[src/rtl/afe_command_sequencer.sv]
// Command-table sequencer feeding the AFE serial output stage over a start/done handshake.
// Optional per-command watchdog enabled by defining AFE_SEQ_TIMEOUT_EN.
module afe_command_sequencer #(
  parameter int DEPTH          = 16,
  parameter int ADDR_W         = 4,
  parameter int GAP_CYCLES     = 4,
  parameter int TIMEOUT_CYCLES = 64
) (
  input  logic              i_clk,
  input  logic              i_reset,
  input  logic              i_wr_en,
  input  logic [ADDR_W-1:0] i_wr_addr,
  input  logic [19:0]       i_wr_data,
  input  logic [ADDR_W:0]   i_seq_length,
  input  logic              i_go,
  output logic              o_afe_start,
  output logic [19:0]       o_afe_command,
  input  logic              i_afe_done,
  output logic              o_busy,
  output logic [ADDR_W-1:0] o_cmd_index,
  output logic              o_seq_done,
  output logic              o_error
);

  localparam int GAP_W = (GAP_CYCLES > 0) ? $clog2(GAP_CYCLES + 1) : 1;
  localparam logic [ADDR_W:0]   LP_DEPTH    = (ADDR_W + 1)'(DEPTH);
  localparam logic [ADDR_W:0]   LP_LEN_ONE  = (ADDR_W + 1)'(1);
  localparam logic [ADDR_W-1:0] LP_IDX_ONE  = ADDR_W'(1);
  localparam logic [GAP_W-1:0]  LP_GAP      = GAP_W'(GAP_CYCLES);
  localparam logic [GAP_W-1:0]  LP_GAP_ONE  = GAP_W'(1);

  typedef enum logic [2:0] {
    S_IDLE,
    S_LOAD,
    S_REQ,
    S_WAIT,
    S_GAP
  } state_t;

  state_t            r_state;
  logic [19:0]       r_mem [DEPTH];
  logic [19:0]       r_rd_data;
  logic              r_load_ph;
  logic [ADDR_W:0]   r_len;
  logic [ADDR_W-1:0] r_cmd_index;
  logic [GAP_W-1:0]  r_gap;
  logic              r_afe_start;
  logic [19:0]       r_afe_command;
  logic              r_busy;
  logic              r_seq_done;

  logic [ADDR_W:0]   w_len;
  logic              w_last;
  logic              w_cmd_end;

`ifdef AFE_SEQ_TIMEOUT_EN
  localparam int TO_W = $clog2(TIMEOUT_CYCLES);
  localparam logic [TO_W-1:0] LP_TO_LAST = TO_W'(TIMEOUT_CYCLES - 1);
  localparam logic [TO_W-1:0] LP_TO_ONE  = TO_W'(1);
  logic [TO_W-1:0] r_to;
  logic            r_error;
`endif

  always_comb begin
    w_len     = (i_seq_length > LP_DEPTH) ? LP_DEPTH : i_seq_length;
    w_last    = ({1'b0, r_cmd_index} == (r_len - LP_LEN_ONE));
    // A command finishes either straight out of WAIT (no gap) or on the last gap clock.
    w_cmd_end = ((r_state == S_WAIT) && i_afe_done && (GAP_CYCLES == 0)) ||
                ((r_state == S_GAP) && (r_gap == LP_GAP_ONE));
  end

  // Table writes are only honoured while idle; the table is never cleared.
  always_ff @(posedge i_clk) begin
    if (i_wr_en && (r_state == S_IDLE)) begin
      r_mem[i_wr_addr] <= i_wr_data;
    end
  end

  always_ff @(posedge i_clk) begin
    if (i_reset) begin
      r_state       <= S_IDLE;
      r_rd_data     <= 20'h00000;
      r_load_ph     <= 1'b0;
      r_len         <= '0;
      r_cmd_index   <= '0;
      r_gap         <= '0;
      r_afe_start   <= 1'b0;
      r_afe_command <= 20'h00000;
      r_busy        <= 1'b0;
      r_seq_done    <= 1'b0;
`ifdef AFE_SEQ_TIMEOUT_EN
      r_to          <= '0;
      r_error       <= 1'b0;
`endif
    end else begin
      r_seq_done <= 1'b0;
      case (r_state)
        S_IDLE: begin
          if (i_go) begin
            r_len       <= w_len;
            r_cmd_index <= '0;
`ifdef AFE_SEQ_TIMEOUT_EN
            r_error     <= 1'b0;
`endif
            if (w_len == '0) begin
              r_seq_done <= 1'b1;
            end else begin
              r_state   <= S_LOAD;
              r_busy    <= 1'b1;
              r_load_ph <= 1'b0;
            end
          end
        end
        // LOAD spends one clock on the registered table read, then issues the request.
        S_LOAD: begin
`ifdef AFE_SEQ_TIMEOUT_EN
          r_to <= '0;
`endif
          if (!r_load_ph) begin
            r_rd_data <= r_mem[r_cmd_index];
            r_load_ph <= 1'b1;
          end else begin
            r_afe_command <= r_rd_data;
            r_afe_start   <= 1'b1;
            r_state       <= S_REQ;
          end
        end
        S_REQ: begin
          if (!i_afe_done) begin
            r_afe_start <= 1'b0;
            r_state     <= S_WAIT;
          end
        end
        S_WAIT: begin
          if (i_afe_done && (GAP_CYCLES != 0)) begin
            r_gap   <= LP_GAP;
            r_state <= S_GAP;
          end
        end
        S_GAP: begin
          if (r_gap != LP_GAP_ONE) begin
            r_gap <= r_gap - LP_GAP_ONE;
          end
        end
        default: begin
          r_state     <= S_IDLE;
          r_busy      <= 1'b0;
          r_afe_start <= 1'b0;
        end
      endcase

      if (w_cmd_end) begin
        if (w_last) begin
          r_state    <= S_IDLE;
          r_busy     <= 1'b0;
          r_seq_done <= 1'b1;
        end else begin
          r_cmd_index <= r_cmd_index + LP_IDX_ONE;
          r_load_ph   <= 1'b0;
          r_state     <= S_LOAD;
        end
      end

`ifdef AFE_SEQ_TIMEOUT_EN
      // Watchdog abort takes priority over any normal completion in the same clock.
      if ((r_state == S_REQ) || (r_state == S_WAIT)) begin
        if (r_to == LP_TO_LAST) begin
          r_error     <= 1'b1;
          r_afe_start <= 1'b0;
          r_busy      <= 1'b0;
          r_seq_done  <= 1'b0;
          r_state     <= S_IDLE;
        end else begin
          r_to <= r_to + LP_TO_ONE;
        end
      end
`endif
    end
  end

  assign o_afe_start   = r_afe_start;
  assign o_afe_command = r_afe_command;
  assign o_busy        = r_busy;
  assign o_cmd_index   = r_cmd_index;
  assign o_seq_done    = r_seq_done;
`ifdef AFE_SEQ_TIMEOUT_EN
  assign o_error       = r_error;
`else
  assign o_error       = 1'b0;
`endif

endmodule
[config.mk]
export PLATFORM = sky130hd
export DESIGN_NAME = afe_command_sequencer
export DESIGN_NICKNAME = d
export VERILOG_FILES = /design/src/rtl/afe_command_sequencer.sv
export SDC_FILE = /design/constraint.sdc
export NUM_CORES = 1
export LEC_CHECK = 0
export CORE_ASPECT_RATIO = 0.8
export CORE_MARGIN = 4
export CORE_UTILIZATION = 55
export CTS_CLUSTER_DIAMETER = 200
export CTS_CLUSTER_SIZE = 10
export DETAILED_ROUTE_END_ITERATION = 8
export GPL_ROUTABILITY_DRIVEN = 0
export HOLD_SLACK_MARGIN = 0.15
export PLACE_DENSITY_LB_ADDON = 0.2
export SETUP_SLACK_MARGIN = 0.5
export SYNTH_ARGS = -nofsm -noshare
export SYNTH_HDL_FRONTEND = slang
export SYNTH_SLANG_ARGS = --single-unit
[constraint.sdc]
create_clock -name i_clk -period 9.9 [get_ports i_clk]
set_clock_uncertainty 0.05 [all_clocks]
set_input_delay 2.475 -clock i_clk [delete_from_list [all_inputs] [get_ports i_clk]]
set_output_delay 2.475 -clock i_clk [all_outputs]
set_load 0.005 [all_outputs]
== Word level (Yosys, flattened, before mapping) ==
Memory sizes are Yosys's and may differ from the RTL's. A register that Yosys moved wholly into a read port is not among the register bits.
Index checks and enable logic that the tools add are counted.
Word-level totals
  bits of input ports: 34
  output and inout port bits: 28
  bits in writable memories: 320
  logic and storage cells: 81
  register bits after elaboration: 39
  memories: 1
Memories
  r_mem: words 16, width 20, read ports 1, clocked after memory_dff 1, wr ports 1, line 41  | logic [19:0] r_mem [DEPTH];
Cells by class
  eq/ne operators: 17
  multiplexer cells: 35
  bitwise gates (word level): 2
  magnitude comparators: 1
  $add $sub $neg: 3
  reductions and logical operators: 13
Operators by type and width (number)
  two-way mux 3 bit: 7
  two-way mux 1 bit: 18
  two-way mux 4 bit: 4
  != test 3 bit (second input constant): 5
  one-hot mux 3 bit (5 select lines): 1
  != test 2 bit (second input constant): 4
  == test 3 x 1 -> 1 bit (second input constant): 2
  == test 3 x 2 -> 1 bit (second input constant): 2
  one-hot mux 3 bit (2 select lines): 1
  AND reduction 2 bit: 3
  AND reduction 3 bit: 2
  AND reduction 6 bit: 1
  == test 4 x 5 -> 1 bit: 1
  > comparator 5 bit (second input constant): 1
  zero test 5 bit: 1
  two-way mux 5 bit: 1
  subtractor 5 x 1 -> 5 bit (second input constant): 1
  adder 4 x 1 -> 4 bit (second input constant): 1
  one-hot mux 1 bit (2 select lines): 2
  OR reduction 4 bit: 1
  == test 3 bit (second input constant): 1
  zero test 3 bit: 1
  != test 3 x 1 -> 1 bit (second input constant): 1
  one-hot mux 1 bit (3 select lines): 1
  other kinds (6): 8

== Longest topological paths before layout ==
Gate-level depths: netlist of the first run.
  depth after elaboration: 8
  gate-level depth with buffers: 7
  depth with buffers taken out: 7

== Worst setup path before layout of the first run ==
Ideal clock, no wire load.
  path type: input to register
  start point: in i_wr_en
  end point: mem r_mem[0][0] (enable)
  required time: 9428 ps
  buffers on the path: 0
  path slack: 5111 ps
  cell stages on the path: 3
  library setup time: 422 ps
  arrival time: 4317 ps
  path through: nand2_1 -> or3_1 -> nor3_1
Between the ends
  word-level cells in the longest chain between the ends: 3
RTL lines
  start: declaration: line 11  | input logic i_wr_en,
  logical AND 1 bit: line 74  | if (i_wr_en && (r_state == S_IDLE)) begin
  two-way mux 1 bit: line 74
  two-way mux 1 bit (implied by the code): line 75  | r_mem[i_wr_addr] <= i_wr_data;
  end: declaration: line 41
Every way passes these cells.

== Final worst setup path of the first run ==
  start point: reg r_cmd_index[0], in the netlist o_cmd_index[0]
  end point: out o_cmd_index[0]
RTL lines
  start: declaration: line 45  | logic [ADDR_W-1:0] r_cmd_index;
  start signal: assignment: line 158  | r_cmd_index <= r_cmd_index + LP_IDX_ONE;
  end: declaration: line 20  | output logic [ADDR_W-1:0] o_cmd_index,
No word-level cell between the ends.

==> results.py, run 1 <==
metrics = {
    "outcome": {
        "status": "completed",
    },
    "synthesis": {
        "synth_cell_types": 49,
        "ys.warnings.count": 0,
        "avgSynthCellArea_um2": 18.6,
        "yosysSeqAreaShare_pct": 74.4,
        "yosys.area_share.simple_pct": 3.88,
        "synthMuxAreaShare_pct": 15.2,
        "syn-cell-area_um2": 14500,
        "synth_seq_cells": 379,
        "synth-main-ff-cell": "edfxtp_1",
        "synth_top_family_by_area": "multiplexers",
        "synth_nets": 818,
        "synth_compound_gate_area_share_pct": 4.32,
        "synthXorXnorAreaFrac_pct": 0.302,
        "syn_inst": 780,
        "synthAdderAreaFrac_pct": 0.345,
        "async_flop_share_pct": 0,
        "synth_enable_flop_cells": 320,
    },
    "clock_network": {
        "cts_resized": 0,
        "cts.clk_slew.worst_paths_ns": 0.06,
        "htreeDepth": 2,
        "clk_latency_ns": 0.53,
        "cts.path.max_buffers": 3,
        "cts_tree": "done",
        "hold_buffers": 0,
        "clkSinkCount": 379,
        "cts_buffers": 43,
        "cts_setup_buffers": 0,
        "cts_root_buffer": "clkbuf_16",
    },
    "worst_setup_path": {
        "critPathSlowestCell": "dfxtp_4",
        "worstPathCellList": "clkdlybuf4s50_1",
        "arrival_ns": 2.11,
        "end_kind": "output port",
        "startpoint_type": "register",
        "crit_type": "reg -> out",
        "crit_required_ns": 7.38,
        "crit_fanout": 43,
        "critPathBufInv": 1,
        "critical-path-top-delay-family": "flip-flops",
        "critPathMaxStageDelay_ns": 0.92,
    },
    "layout": {
        "seq_area_um2": 10800,
        "drive_above_1_share_pct": 17.8,
        "postLayoutCellArea_um2": 16700,
        "fin_util_pct": 65.0,
        "antennaDiodeCount": 0,
        "multi_input_area_um2": 3550,
        "syn2layout_area_growth_pct": 14.9,
        "filler_cell_count": 1729,
        "num-nets-final": 889,
        "final_common_cell": "edfxtp_1",
        "final_cell_mix": "edfxtp_1 (320), mux4_2 (80), nand2_1 (60), clkdlybuf4s50_1 (60), dfxtp_1 (56)",
    },
    "power_and_ir_drop": {
        "pwr-share-seq_pct": 54.5,
        "power_leakage_nw": 5.18,
        "p_comb_share_pct": 3.1,
        "switching_share_pct": 19.6,
        "ir_drop_mv": 0.137,
        "p_sw_uw": 635,
        "p_clk_share_pct": 42.4,
        "power_density_nw_per_um2": 195,
        "intPower_mw": 2.61,
    },
    "drt": {
        "first_pass_iters": 5,
        "vias": 7344,
        "wl_um": 29400,
        "ant_nets": 0,
        "drc": 0,
        "wl_per_cell_um": 24.1,
        "vias_per_cell": 6.03,
        "detail_route.iter0.violations": 704,
    },
    "global_routing": {
        "busiest_layer": "met2",
        "grt_max_degree": 48,
        "grt_use_met1_pct": 29.0,
        "grt_usage_pct": 20.4,
        "antenna_found_initial": 0,
        "grt_first_pass_wirelength_um": 44900,
        "met3_usage_pct": 5.86,
        "overflow": 0,
        "grt_use_met2_pct": 32.1,
        "grt_pass1_vias": 7575,
    },
    "placement": {
        "port-buffer-count": 60,
        "dpl-instance-area_um2": 15500,
        "dp_slack_ns": 4.93,
        "dp_hpwl_um": 17800,
    },
    "timing": {
        "maxSlewViolCount": 0,
        "final_hold_viol_count": 0,
        "setup_violations": 0,
        "layout_min_cycle_time_ns": 4.64,
        "layout_setup_ws_ns": 5.26,
        "rsz0062_at_grt": "false",
        "worst_pin_slew_ns": 1.30,
        "maxSlewHeadroom_pct": 13.6,
        "fin_crit_sh_pct": 46.8,
        "setup_tns_ns": 0,
        "max_freq_mhz": 216,
    },
    "run": {
        "drv_cap": 0,
    },
    "worst_hold_path": {
        "min_path_type": "reg -> reg",
    },
    "floorplanning": {
        "coreArea_um2": 25600,
        "die_y_um": 153,
        "io_pins": 62,
        "rows": 52,
        "die_x_um": 190,
        "die_area_um2": 29100,
        "start_util_pct": 56.6,
    },
}
-- through the flow --
step           total power, mW  hold slack [ns]  instances
4_1_cts                   3.27            0.408       1218
3_3_place_gp              1.89            0.392       1157
5_1_grt                   3.35            0.425       1218
2_1_floorplan             1.84            0.376        780
3_5_place_dp              1.90            0.394       1157
6_report                  3.24            0.403       1218
-- sequential cells by signal, indices dropped and copies added (netlist names) --
name	count
o_busy	1
r_state	3
r_len	5
o_cmd_index	4
r_load_ph	1
o_seq_done	1
o_afe_command	20
o_afe_start	1
r_gap	3
r_mem	320
r_rd_data	20
-- kinds of logic after synthesis --
family | count (synthesis)
XOR/XNOR | 5
AND/OR/NAND/NOR | 125
flip-flops | 379
adder cells (fa/ha/maj) | 4
other | 1
AO/OA/AOI/OAI | 94
multiplexers | 121
buffers and inverters | 51
-- synthesized netlist by cell type, types with 2 or more instances --
cell type  number  area (um^2)
clkbuf_1       26         97.6
ha_1            4         50.1
dfxtp_1        59         1180
a21oi_1        34          170
nand4b_1        2         17.5
nand4_1         2         12.5
o22ai_1        20          125
nor3_1         12         60.1
mux2i_1        41          410
o21ai_0         2         10.0
nand2b_1        5         31.3
a2111oi_0       2         17.5
edfxtp_1      320         9610
mux4_2         80         1800
nand3b_1        4         30.0
inv_1           8         30.0
and3_1          2         12.5
nand3_1         4         20.0
a31oi_1         2         12.5
a21o_1         20          150
nand2_1        60          225
xnor2_1         5         43.8
nor2_1         25         93.8
buf_1           4         15.0
or3_1           2         12.5
buf_2          11         55.1
o2111ai_1       2         17.5
-- area by class of cell --
type	instances	area share, %
Clock buffer	61	7.11
Sequential cell	379	64.8
Timing Repair Buffer	69	4.01
Inverter	8	0.180
Multi-Input combinational cell	350	21.3
Tap cell	351	2.63
-- power groups by stage --
stage / logic, mW / clock network, mW / registers [mW]
6_report: 0.0992 / 1.38 / 1.77
5_1_grt: 0.109 / 1.47 / 1.77
2_1_floorplan: 0.0466 / 0 / 1.80
3_5_place_dp: 0.0993 / 0 / 1.80
4_1_cts: 0.0997 / 1.40 / 1.77
3_3_place_gp: 0.0938 / 0 / 1.80
-- path summary, 6_finish.rpt --
path / startpoint / cells after the start / end / slack, ns
worst max-delay path: o_cmd_index[0]$_SDFF_PP0_ / 1 / o_cmd_index[0] / 5.26
worst min-delay path: o_afe_command[13]$_SDFFE_PP0P_ / 2 / o_afe_command[13]$_SDFFE_PP0P_ / 0.40
worst max register to register: o_cmd_index[0]$_SDFF_PP0_ / 5 / r_rd_data[10]$_SDFFE_PP0P_ / 6.67
worst min register to register: o_afe_command[13]$_SDFFE_PP0P_ / 2 / o_afe_command[13]$_SDFFE_PP0P_ / 0.40
-- layer usage --
| metal | wire, um | part of all wire, % |
|---|---|---|
| met4 | 463 | 1.6 |
| met2 | 13900 | 47 |
| met1 | 12300 | 42 |
| met5 | 0 | 0 |
| met3 | 2660 | 9.1 |
Power figures use the tool's default switching activity.
==> run 2, diff against run 1 <==
==> constraint.sdc (replaced) <==
create_clock -name i_clk -period 4.8 [get_ports i_clk]
set_clock_uncertainty 0.05 [all_clocks]
set_input_delay 1.2 -clock i_clk [delete_from_list [all_inputs] [get_ports i_clk]]
set_output_delay 1.2 -clock i_clk [all_outputs]
set_load 0.005 [all_outputs]
==> run 2 against run 1 <==
Compared with the run above: via count up 1.7%; clock power up 110%; die area unchanged; highest routed layer unchanged; largest power group unchanged.
==> results.py, run 2 (synthesized netlist as in run 1, its figures left out) <==
metrics = {
    "layout": {
        "final_cell_mix": "edfxtp_1 (320), mux4_2 (80), nand2_1 (60), clkdlybuf4s50_1 (60), dfxtp_1 (56)",
        "syn2layout_area_growth_pct": 15.4,
        "final_common_cell": "edfxtp_1",
        "filler_cell_count": 1692,
        "fin_cells": 1227,
        "fin_util_pct": 65.3,
        "largest_reg_flops": 320,
        "top_register": "r_mem",
        "num-nets-final": 897,
        "drive_above_1_share_pct": 18.6,
    },
    "worst_setup_path": {
        "critPathSlowestCell": "nor2_2",
        "crit_fanout": 20,
        "crit_required_ns": 4.89,
        "critPathLaunch": "r_state[2]$_SDFFE_PP0P_",
        "crit_type": "reg -> reg",
        "arrival_ns": 3.33,
        "critPathBufInv": 0,
        "worstPathCellList": "nor3_1 > nand2_1 > or3_1 > nor2_2",
        "critPathMaxStageDelay_ns": 0.87,
        "r2r_cells": 4,
        "critical-path-top-delay-family": "simple AND/OR/NAND/NOR gates",
        "worst-r2r-setup-slack_ns": 1.56,
        "startpoint_type": "register",
        "cp.depth": 4,
        "end_kind": "register",
        "rr_startpoint": "r_state[2]$_SDFFE_PP0P_",
        "r2r_end": "r_mem[8][3]$_DFFE_PP_",
        "critPathCapture": "r_mem[8][3]$_DFFE_PP_",
    },
    "floorplanning": {
        "die_x_um": 190,
        "die_area_um2": 29100,
        "rows": 52,
        "coreArea_um2": 25600,
        "die_y_um": 153,
        "io_pins": 62,
        "start_util_pct": 56.6,
    },
    "worst_hold_path": {
        "min_path_type": "reg -> reg",
        "min_path_cells": 1,
    },
    "clock_network": {
        "cts.clk_slew.worst_paths_ns": 0.05,
        "cts_resized": 0,
        "hold_buffers": 0,
        "cts_tree": "done",
        "cts.path.max_buffers": 3,
        "cts_buffers": 43,
        "htreeDepth": 2,
        "cts_setup_buffers": 0,
        "cts_root_buffer": "clkbuf_16",
        "clkSinkCount": 379,
        "clk_latency_ns": 0.54,
    },
    "placement": {
        "dp_hpwl_um": 20000,
        "placed_cells": 1165,
        "port-buffer-count": 60,
    },
    "power_and_ir_drop": {
        "finalPower_mw": 6.70,
        "p_comb_share_pct": 3.1,
        "p_sw_mw": 1.35,
        "switching_share_pct": 20.1,
        "pwr-share-seq_pct": 54.4,
        "p_clk_share_pct": 42.5,
        "ir_drop_mv": 0.284,
        "power_leakage_nw": 5.23,
        "power_density_nw_per_um2": 400,
        "intPower_mw": 5.35,
    },
    "global_routing": {
        "antenna_found_initial": 1,
        "overflow": 0,
        "grt_pass1_vias": 7657,
        "grt_max_degree": 64,
        "grt_first_pass_wirelength_um": 48000,
        "grt_usage_pct": 21.9,
    },
    "outcome": {
        "status": "completed",
    },
    "drt": {
        "ant_nets": 0,
        "wl_um": 31500,
        "wl_per_cell_um": 25.7,
        "drc": 0,
        "detail_route.iter0.violations": 681,
        "vias": 7466,
        "first_pass_iters": 5,
        "vias_per_cell": 6.08,
    },
    "timing": {
        "rsz0062_at_grt": "false",
        "max_freq_mhz": 309,
        "fin_crit_sh_pct": 67.4,
        "worst_pin_slew_ns": 1.11,
        "setup_tns_ns": 0,
        "final_hold_viol_count": 0,
        "maxSlewHeadroom_pct": 26.0,
        "layout_min_cycle_time_ns": 3.24,
        "maxSlewViolCount": 0,
        "setup_violations": 0,
    },
    "run": {
        "drv_cap": 0,
    },
}
-- run 2: cell types whose count changed in the layout (fill, tap and decap cells not counted) --
cell	change
inv_6	+1
clkbuf_1	-1
clkinv_8	+1
buf_4	+7
buf_12	+1
diode_2	+1
clkbuf_16	-1
-- run 2: metal layers --
| metal | vias up | wire (um) | GRT usage, % |
|---|---|---|---|
| met5 | - | 0 | 0 |
| met4 | 0 | 470 | 4.96 |
| met3 | 41 | 2510 | 5.52 |
| met2 | 311 | 14800 | 33.3 |
| met1 | 3847 | 13700 | 32.8 |
| li1 | 3267 | - | - |
-- run 2: layout make-up --
| cell class | count | area, um^2 | area share, % |
|---|---|---|---|
| antenna | 1 | 2.50 | 0.0149 |
| clock buffer | 59 | 1160 | 6.91 |
| clock inverter | 2 | 25.0 | 0.149 |
| inverter | 8 | 30.0 | 0.179 |
| multi-input combinational | 350 | 3550 | 21.2 |
| sequential | 379 | 10800 | 64.5 |
| tap | 351 | 439 | 2.62 |
| timing repair buffer | 77 | 741 | 4.42 |
-- run 2: power groups by stage --
stage	clock network, mW	registers [mW]	logic (mW)
finish	2.85	3.65	0.208
global route	3.03	3.65	0.227
CTS	2.88	3.65	0.208
detailed placement	0	3.71	0.207
global placement	0	3.71	0.196
floorplan	0	3.70	0.0961
-- run 2: stage by stage --
step / cell area (um^2) / hold WS (ns) / setup slack (ns)
after detailed placement: 15600 / 0.394 / 1.25
after CTS: 16700 / 0.408 / 1.53
after global routing: 16700 / 0.423 / 1.39
final: 16700 / 0.404 / 1.56
after global placement: 15600 / 0.391 / 1.29
after floorplan: 14500 / 0.376 / 1.29
-- run 2: worst min path at each step --
stage	from	to	slack, ns
5_1_grt	o_afe_command[2]$_SDFFE_PP0P_	o_afe_command[2]$_SDFFE_PP0P_	0.42
3_3_place_gp	r_gap[1]$_SDFFE_PP0P_	r_gap[1]$_SDFFE_PP0P_	0.39
2_1_floorplan	r_rd_data[0]$_SDFFE_PP0P_	r_rd_data[0]$_SDFFE_PP0P_	0.38
6_report	r_rd_data[8]$_SDFFE_PP0P_	r_rd_data[8]$_SDFFE_PP0P_	0.40
3_5_place_dp	r_rd_data[15]$_SDFFE_PP0P_	r_rd_data[15]$_SDFFE_PP0P_	0.39
4_1_cts	o_afe_command[14]$_SDFFE_PP0P_	o_afe_command[14]$_SDFFE_PP0P_	0.41
